--- config.mk ---
export PLATFORM = sky130hd
export DESIGN_NAME = pipe_spawn_sched
export DESIGN_NICKNAME = d
export VERILOG_FILES = /design/src/rtl/pipe_spawn_pkg.sv /design/src/rtl/pipe_lfsr.sv /design/src/rtl/pipe_spawn_sched.sv
export SDC_FILE = /design/constraint.sdc
export NUM_CORES = 1
export LEC_CHECK = 0
export ABC_AREA = 1
export BUFFER_PORTS_ARGS = -buffer_cell sky130_fd_sc_hd__buf_2
export CELL_PAD_IN_SITES_DETAIL_PLACEMENT = 1
export CELL_PAD_IN_SITES_GLOBAL_PLACEMENT = 1
export CORE_MARGIN = 4
export CORE_UTILIZATION = 37
export CTS_BUF_LIST = sky130_fd_sc_hd__clkbuf_16
export DETAILED_ROUTE_END_ITERATION = 10
export PLACE_DENSITY_LB_ADDON = 0.1
export REMOVE_ABC_BUFFERS = 1
export SLEW_MARGIN = 20
export SYNTH_ARGS = -nofsm -noshare
export SYNTH_HDL_FRONTEND = slang
export SYNTH_SLANG_ARGS = --single-unit
--- constraint.sdc ---
create_clock -name i_Clk -period 1.7 [get_ports i_Clk]
set_input_delay 0.085 -clock i_Clk [delete_from_list [all_inputs] [get_ports i_Clk]]
set_output_delay 0.085 -clock i_Clk [all_outputs]
set_load 0.005 [all_outputs]
--- src/rtl/pipe_spawn_pkg.sv ---
// Shared types and constants for the pipe spawn scheduler.
// The LFSR tap table is only consumed when SPAWN_LFSR_GAP_EN is defined.
package pipe_spawn_pkg;

    typedef enum logic [1:0] {
        IDLE  = 2'd0,
        SPAWN = 2'd1,
        WAIT  = 2'd2,
        STALL = 2'd3
    } state_t;

    localparam logic [15:0] SPAWN_CNT_MAX = 16'hFFFF;

    // Maximal-length Fibonacci feedback masks; bit n-1 set for tap n.
    function automatic logic [15:0] lfsr_taps(input int width);
        case (width)
            2:       return 16'h0003;
            3:       return 16'h0006;
            4:       return 16'h000C;
            5:       return 16'h0014;
            6:       return 16'h0030;
            7:       return 16'h0060;
            8:       return 16'h00B8;
            9:       return 16'h0110;
            10:      return 16'h0240;
            11:      return 16'h0500;
            12:      return 16'h0829;
            13:      return 16'h100D;
            14:      return 16'h2015;
            15:      return 16'h6000;
            16:      return 16'hD008;
            default: return 16'h00B8;
        endcase
    endfunction

endpackage

--- src/rtl/pipe_lfsr.sv ---
// Width-parametrised Fibonacci LFSR, seeded to 1 on reset, stepping every clock.
// Used by pipe_spawn_sched only when SPAWN_LFSR_GAP_EN is defined.
module pipe_lfsr
    import pipe_spawn_pkg::*;
#(
    parameter int WIDTH = 8
) (
    input  logic             i_Clk,
    input  logic             i_Reset,
    output logic [WIDTH-1:0] o_Value
);

    localparam logic [WIDTH-1:0] TAPS = WIDTH'(lfsr_taps(WIDTH));

    logic [WIDTH-1:0] lfsr_q;
    logic [WIDTH-1:0] lfsr_d;

    assign lfsr_d  = {lfsr_q[WIDTH-2:0], ^(lfsr_q & TAPS)};
    assign o_Value = lfsr_q;

    always_ff @(posedge i_Clk) begin
        if (i_Reset) begin
            lfsr_q <= WIDTH'(1);
        end else begin
            lfsr_q <= lfsr_d;
        end
    end

endmodule

--- src/rtl/pipe_spawn_sched.sv ---
// Round-robin pipe spawn scheduler: launches pipes at a tick interval, stalls on busy pipes.
// Optional random gap height output is enabled by defining SPAWN_LFSR_GAP_EN.
module pipe_spawn_sched
    import pipe_spawn_pkg::*;
#(
    parameter int NUM_PIPES      = 3,
    parameter int SPAWN_INTERVAL = 3
`ifdef SPAWN_LFSR_GAP_EN
    ,
    parameter int GAP_W          = 8
`endif
) (
    input  logic                 i_Clk,
    input  logic                 i_Reset,
    input  logic                 i_Start,
    input  logic                 i_Stop,
    input  logic                 i_Pause,
    input  logic                 i_Tick,
    input  logic [NUM_PIPES-1:0] i_Pipe_Done,
    output logic [NUM_PIPES-1:0] o_Pipe_Start,
    output logic [NUM_PIPES-1:0] o_Pipe_Active,
    output logic [15:0]          o_Spawn_Count,
    output logic                 o_Stalled
`ifdef SPAWN_LFSR_GAP_EN
    ,
    output logic [GAP_W-1:0]     o_Gap_Y
`endif
);

    localparam int CNT_W = $clog2(SPAWN_INTERVAL + 1);
    localparam int PTR_W = $clog2(NUM_PIPES);
    localparam logic [CNT_W-1:0] CNT_LAST = CNT_W'(SPAWN_INTERVAL - 1);
    localparam logic [PTR_W-1:0] PTR_LAST = PTR_W'(NUM_PIPES - 1);

    state_t               state_q,  state_d;
    logic [PTR_W-1:0]     ptr_q,    ptr_d;
    logic [CNT_W-1:0]     cnt_q,    cnt_d;
    logic [NUM_PIPES-1:0] active_q, active_d;
    logic [NUM_PIPES-1:0] pulse_q,  pulse_d;
    logic [15:0]          count_q,  count_d;
    logic                 stalled_q, stalled_d;

    always_comb begin
        // NOTE: every variable gets a default first so no path leaves it unassigned (no latch).
        state_d  = state_q;
        ptr_d    = ptr_q;
        cnt_d    = cnt_q;
        count_d  = count_q;
        // The spawn pulse sets its pipe's flag after the clear, so a same-cycle done loses.
        active_d = (active_q & ~i_Pipe_Done) | pulse_q;

        case (state_q)
            IDLE: begin
                if (i_Start && !i_Stop) begin
                    state_d = SPAWN;
                    count_d = '0;
                end
            end
            SPAWN: begin
                state_d = WAIT;
                ptr_d   = (ptr_q == PTR_LAST) ? '0 : ptr_q + PTR_W'(1);
                cnt_d   = '0;
                count_d = (count_q == SPAWN_CNT_MAX) ? count_q : count_q + 16'd1;
            end
            WAIT: begin
                if (i_Tick && !i_Pause) begin
                    if (cnt_q == CNT_LAST) begin
                        cnt_d   = '0;
                        state_d = active_q[ptr_q] ? STALL : SPAWN;
                    end else begin
                        cnt_d = cnt_q + CNT_W'(1);
                    end
                end
            end
            STALL: begin
                if (!active_q[ptr_q]) begin
                    state_d = SPAWN;
                end
            end
            default: state_d = IDLE;
        endcase

        // Stop overrides everything, but the spawn count is kept for the score display.
        if (i_Stop && state_q != IDLE) begin
            state_d  = IDLE;
            ptr_d    = '0;
            cnt_d    = '0;
            active_d = '0;
            count_d  = count_q;
        end

        pulse_d = '0;
        if (state_d == SPAWN) begin
            pulse_d[ptr_d] = 1'b1;
        end
        stalled_d = (state_d == STALL);
    end

    always_ff @(posedge i_Clk) begin
        // NOTE: state registers use non-blocking assignment so all updates see pre-edge values.
        if (i_Reset) begin
            state_q   <= IDLE;
            ptr_q     <= '0;
            cnt_q     <= '0;
            active_q  <= '0;
            pulse_q   <= '0;
            count_q   <= '0;
            stalled_q <= 1'b0;
        end else begin
            state_q   <= state_d;
            ptr_q     <= ptr_d;
            cnt_q     <= cnt_d;
            active_q  <= active_d;
            pulse_q   <= pulse_d;
            count_q   <= count_d;
            stalled_q <= stalled_d;
        end
    end

    assign o_Pipe_Start  = pulse_q;
    assign o_Pipe_Active = active_q;
    assign o_Spawn_Count = count_q;
    assign o_Stalled     = stalled_q;

`ifdef SPAWN_LFSR_GAP_EN
    logic [GAP_W-1:0] lfsr_val;
    logic [GAP_W-1:0] gap_q;

    pipe_lfsr #(
        .WIDTH (GAP_W)
    ) u_lfsr (
        .i_Clk   (i_Clk),
        .i_Reset (i_Reset),
        .o_Value (lfsr_val)
    );

    always_ff @(posedge i_Clk) begin
        if (i_Reset) begin
            gap_q <= '0;
        end else if (state_q == SPAWN) begin
            gap_q <= lfsr_val;
        end
    end

    assign o_Gap_Y = gap_q;
`endif

endmodule

# Yosys cells after proc, flatten, opt, wreduce, memory -nomap -nowiden
# Cells that the tools add are included.
# totals
ff_bits	29
latch_bits	0
ramBits	0
romBits	0
input_bits	9
output_inout_bits	23
elab_cells	63
memories	0
# op_classes
n_addsub	3
n_mul	0
n_div	0
order_cmp	3
eq_ne	11
n_shift	0
muxes	20
bitwise	5
reduce_logical	14
# ops
op	n
16-bit two-way mux	2
16-bit one-hot mux with 2 select lines	1
2-bit two-way mux	11
16-bit by 1-bit adder with 16-bit output, second input constant	1
16-bit equality test, second input constant	1
2-bit equality test, second input constant	5
2-bit one-hot mux with 4 select lines	1
2-bit by 3-bit < comparator with 1-bit output, second input constant	2
2-bit != test, second input constant	3
2-bit nonzero test	3
2-bit by 1-bit adder with 2-bit output, second input constant	2
2-bit by 1-bit equality test with 1-bit output, second input constant	2
1-bit logical AND	4
2-bit one-hot mux with 2 select lines	1
4-bit AND reduction	1
2-bit OR reduction	2
3-bit bitwise AND	1
3-bit inverter	1
3-bit bitwise OR	1
1-bit binary-select mux with 2-bit select	1
1-bit demux with 2-bit select	1
2-bit by 1-bit greater-or-equal comparator with 1-bit output, second input constant	1
1-bit logical NOT	2
2-bit logical NOT	1
other kinds (3)	5

# Depth between registers and ports, before layout
# depth
ltp_word	10
mapped_depth	12
depth_no_buf	12

# Worst setup path before layout
# No wires, ideal clock.
# synth_timing
path_kind	reg2reg
start	register count_q[0] (netlist: o_Spawn_Count[0])
end	register count_q[10] (netlist: o_Spawn_Count[10])
setup_ns	0.126
arrival_time_ns	1.426
slack_ns	0.148
stages_incl_launch_ff	12
path_buffers	1
synth_period_minus_slack_ns	1.552
cell_sequence	dfxtp_1 ha_1 inv_2 nor2_2 nand2_2 nor2_4 nand2_4 nand2_4 buf_12 nor2_1 nor2_1 nor2_1
# synth_via
elab_chain_cells	3
# synth_lines
element	line	text
start: declaration	pipe_spawn_sched.sv:40	logic [15:0] count_q, count_d;
start signal: assignment	pipe_spawn_sched.sv:115	count_q <= count_d;
16-bit by 1-bit adder with 16-bit output or 16-bit equality test (tied branches)	pipe_spawn_sched.sv:63	count_d = (count_q == SPAWN_CNT_MAX) ? count_q : count_q + 16'd1;
16-bit two-way mux or 2-bit != test (tied branches)	-	
16-bit one-hot mux with 2 select lines or 4-bit AND reduction (tied branches)	-	
# Several ways; a longest one is shown, not always the timed one. The select of a mux whose other input is x is not followed.
# A chain may end at the register's enable or synchronous reset.

# Worst setup path after layout
# layout_timing
start	register count_q[1] (netlist: o_Spawn_Count[1])
end	register count_q[4] (netlist: o_Spawn_Count[4])
# Same word-level chain as after synthesis.

==> summary.txt <==
GRT
  • Vias in the first global route: 1617
  • Initial antenna violation count: 0
  • Grt total ovfl: 0
  • Total GRT Usage: 17.8%
  • Largest net degree at the start of global routing: 15
  • Global-route wire length before repair: roughly 7300 um

STA
  • Final hold violations: 0
  • Max-Slew Margin vs Limit: 77.0%
  • Maximum clock rate: 619 MHz
  • Final setup viols: 0
  • Worst-Margin Slew: between 300 and 400 ps
  • Max Slew Vio Count: 0
  • Tcrit/Tclk final: between 90% and 100%
  • Crit path time final: 1610 ps
  • Clock skew: 2.89 ps

Floorplan
  • Core area: 4000 um2
  • Die area: 5230 um2
  • Initial core utilization: 38.3%
  • Die width: 72.3 um
  • Floorplan row count: 23
  • Die height: 72.3 um
  • Top-level I/O count: 32

CTS
  • Sink Count: 29
  • CTS clock-pin slew for the worst setup and hold paths: 50 ps
  • CTS tree: built
  • CTS H-tree lvls: 2
  • TritonCTS Buffers: 5
  • Clk_lat worst skew: 270 ps
  • Max Buffers Root-to-Sink: 2
  • Root Buffer: clkbuf_16

Power
  • Internal power: 1.46 mW
  • Sw Share: 23.9%
  • Power Density: 947 nW/um2
  • Flop pwr share: 37.6%
  • Clock power frac: 51.9%
  • Combinational share of power: 10.5%
  • Maximum VDD drop: 0.679 mV
  • Leak: 0.958 nW
  • P_sw: between 0.4 and 0.5 mW
  • Overall Power: between 1.5 and 2 mW

Logic synthesis
  • Ys async rst share: 0%
  • Netlist area before placement: 1530 um2
  • Flops & latches, synth: 29
  • EDFF count, synth: 0
  • Synth warn: 0
  • Cells after Synth: 232
  • Ys flop type: dfxtp_1
  • Seq/Total Area, Yosys: 37.9%
  • Synth unique cells: 28
  • Synthesized area per cell: between 6 and 7 um2

Min path
  • Worst hold endpoint: o_Spawn_Count[6]$_SDFFE_PP0P_
  • HP Class: input pin to register
  • Hold_sp: i_Reset
  • Hold path depth: 2

Placed design
  • I/O Buffers: 31
  • HPWL Detailed: between 3000 and 4000 um
  • DP Area: 1790 um2
  • GPL Wtd Cong: 0.751
  • Placed insts: 320

Layout
  • Register area: 583 um2
  • Most common cell after layout, fill and taps aside: nor2_1
  • Commonest cells after routing, fill and taps aside: nor2_1, nand2_1, inv_1
  • Non-filler cells, final: 334
  • Fraction of layout cells with a size suffix above 1: 27.8%
  • Fin nets: 293
  • Inserted Diodes: 0
  • Syn-to-layout area delta: 32.2%
  • Post-layout util: 50.6%
  • Fillers: ~540
  • Post-route cell area: a little over 2000 um2
  • Area of the multi-input gates: 801 um2

Critical path
  • Worst endpoint required time: between 1500 and 2000 ps
  • Top fanout value on the critical path: 8
  • Worst Path Arrival: 1790 ps
  • FF-to-FF End: o_Spawn_Count[4]$_SDFFE_PP0P_
  • R2R setup slack: approximately 86 ps
  • Crit-path cells: ha_2 -> inv_2 -> nor2_2 -> nand2_2 -> nor2_4 -> nand2_4 -> nand2_8 -> inv_2 -> nand2_1 -> nand2_1 -> inv_1 -> nor2_1
  • CP Class: register to register
  • R2r worst-path depth: 12
  • Worst r2r src: o_Spawn_Count[1]$_SDFFE_PP0P_
  • Slowest cell on crit path: dfxtp_2
  • Max incr delay on CP: 350 ps
  • Crit end category: register
  • CP startpoint kind: register

Run status
  • Outcome: complete, no violations

Routing
  • ANT nets after route: 0
  • DR WL/cell: 13.3 um
  • Initial drt markers: 47
  • Drt drc: 0
  • Final WL: 4430 um
  • Vias/cell: 4.93
  • DRT Pass-1 Iters: 4
  • Vias: 1647

Flow run
  • Max Cap Viol: 0
==> worst max-delay path: cells and delay by family, from the launching register on <==
kind / cells / cell delay, ps
simple gates: 8 / 790
fa+ha+maj: 1 / 190
flops: 1 / 350
buf+inv: 3 / 180
==> worst max-delay path by stage <==
stage	from	end	slack, ps	cells after the start
6_report	o_Spawn_Count[1]$_SDFFE_PP0P_	o_Spawn_Count[4]$_SDFFE_PP0P_	90	12
2_1_floorplan	o_Spawn_Count[0]$_SDFFE_PP0P_	o_Spawn_Count[4]$_SDFFE_PP0P_	130	12
3_3_place_gp	o_Spawn_Count[1]$_SDFFE_PP0P_	o_Spawn_Count[4]$_SDFFE_PP0P_	100	12
3_5_place_dp	o_Spawn_Count[1]$_SDFFE_PP0P_	o_Spawn_Count[4]$_SDFFE_PP0P_	40	12
5_1_grt	o_Spawn_Count[1]$_SDFFE_PP0P_	o_Spawn_Count[4]$_SDFFE_PP0P_	-40	12
4_1_cts	o_Spawn_Count[1]$_SDFFE_PP0P_	o_Spawn_Count[4]$_SDFFE_PP0P_	30	12
==> per-stage QoR <==
stage / setup slack [ps] / hold WS [ps] / setup TNS [ps]
2_1_floorplan: 131 / 147 / 0
3_3_place_gp: 95.9 / 379 / 0
3_5_place_dp: 41.4 / 379 / 0
4_1_cts: 28.7 / 89.1 / 0
5_1_grt: -42.5 / 113 / -86.4
6_report: 85.5 / 92.8 / 0
==> per-layer routing <==
metal  global-route usage (%)  vias to the layer above  part of all wire (%)
li1                         -                      823                     -
met1                     20.1                      786                    41
met2                     32.6                       34                    54
met3                     4.57                        4                   4.4
met4                     5.43                        0                  0.63
met5                        0                        -                     0
==> registers in the layout, summed over array words and instances, names as in the netlist <==
| signal | cells |
|---|---|
| o_Spawn_Count | 16 |
| o_Pipe_Active | 3 |
| o_Pipe_Start | 3 |
| cnt_q | 2 |
| ptr_q | 2 |
| state_q | 2 |
| o_Stalled | 1 |
==> cell type report <==
cell class	instances	area share (%)
inverters	38	7.05
flip-flops and latches	29	28.8
well taps	50	3.09
repair buffers	46	13.2
clock inverters	3	2.04
multi-input cells	163	39.6
clock buffers	5	6.18
==> repair_timing <==
action                     4_1_cts  5_1_grt
setup endpoints to repair        0       10
gates resized for setup          0        4
setup buffers                    0        5
hold buffers                     0        0
==> synth_stat cells (2+ instances only) <==
library cell	n	area, um2
dfxtp_1	29	581
nand2_1	48	180
nor2_1	50	188
o21ai_0	9	45.0
nor3_1	7	35.0
a21oi_1	7	35.0
nand2_4	2	22.5
nand3_1	12	60.1
nand2_2	4	25.0
a21oi_2	2	17.5
inv_1	34	128
nand4_1	6	37.5
nor2_2	4	25.0
inv_2	4	15.0
==> power by group through the flow <==
stage	clock (mW)	sequential, mW	combinational [mW]
finish	0.994	0.721	0.201
global route	1.04	0.723	0.231
CTS	1.02	0.720	0.189
detailed placement	0	0.733	0.185
global placement	0	0.733	0.182
floorplan	0	0.732	0.120
==> kinds of logic after synthesis <==
kind of cell               Yosys count  synth area share (%)
DFF                                 29                  37.9
and+or+nand+nor                    137                  40.3
xor gates and xnor gates             1                 0.572
AOI/OAI and AO/OA                   23                  9.16
adders and majority gates            1                 0.818
buffers and inverters               41                  11.2
No activity file was read; power rests on OpenSTA's default activity.
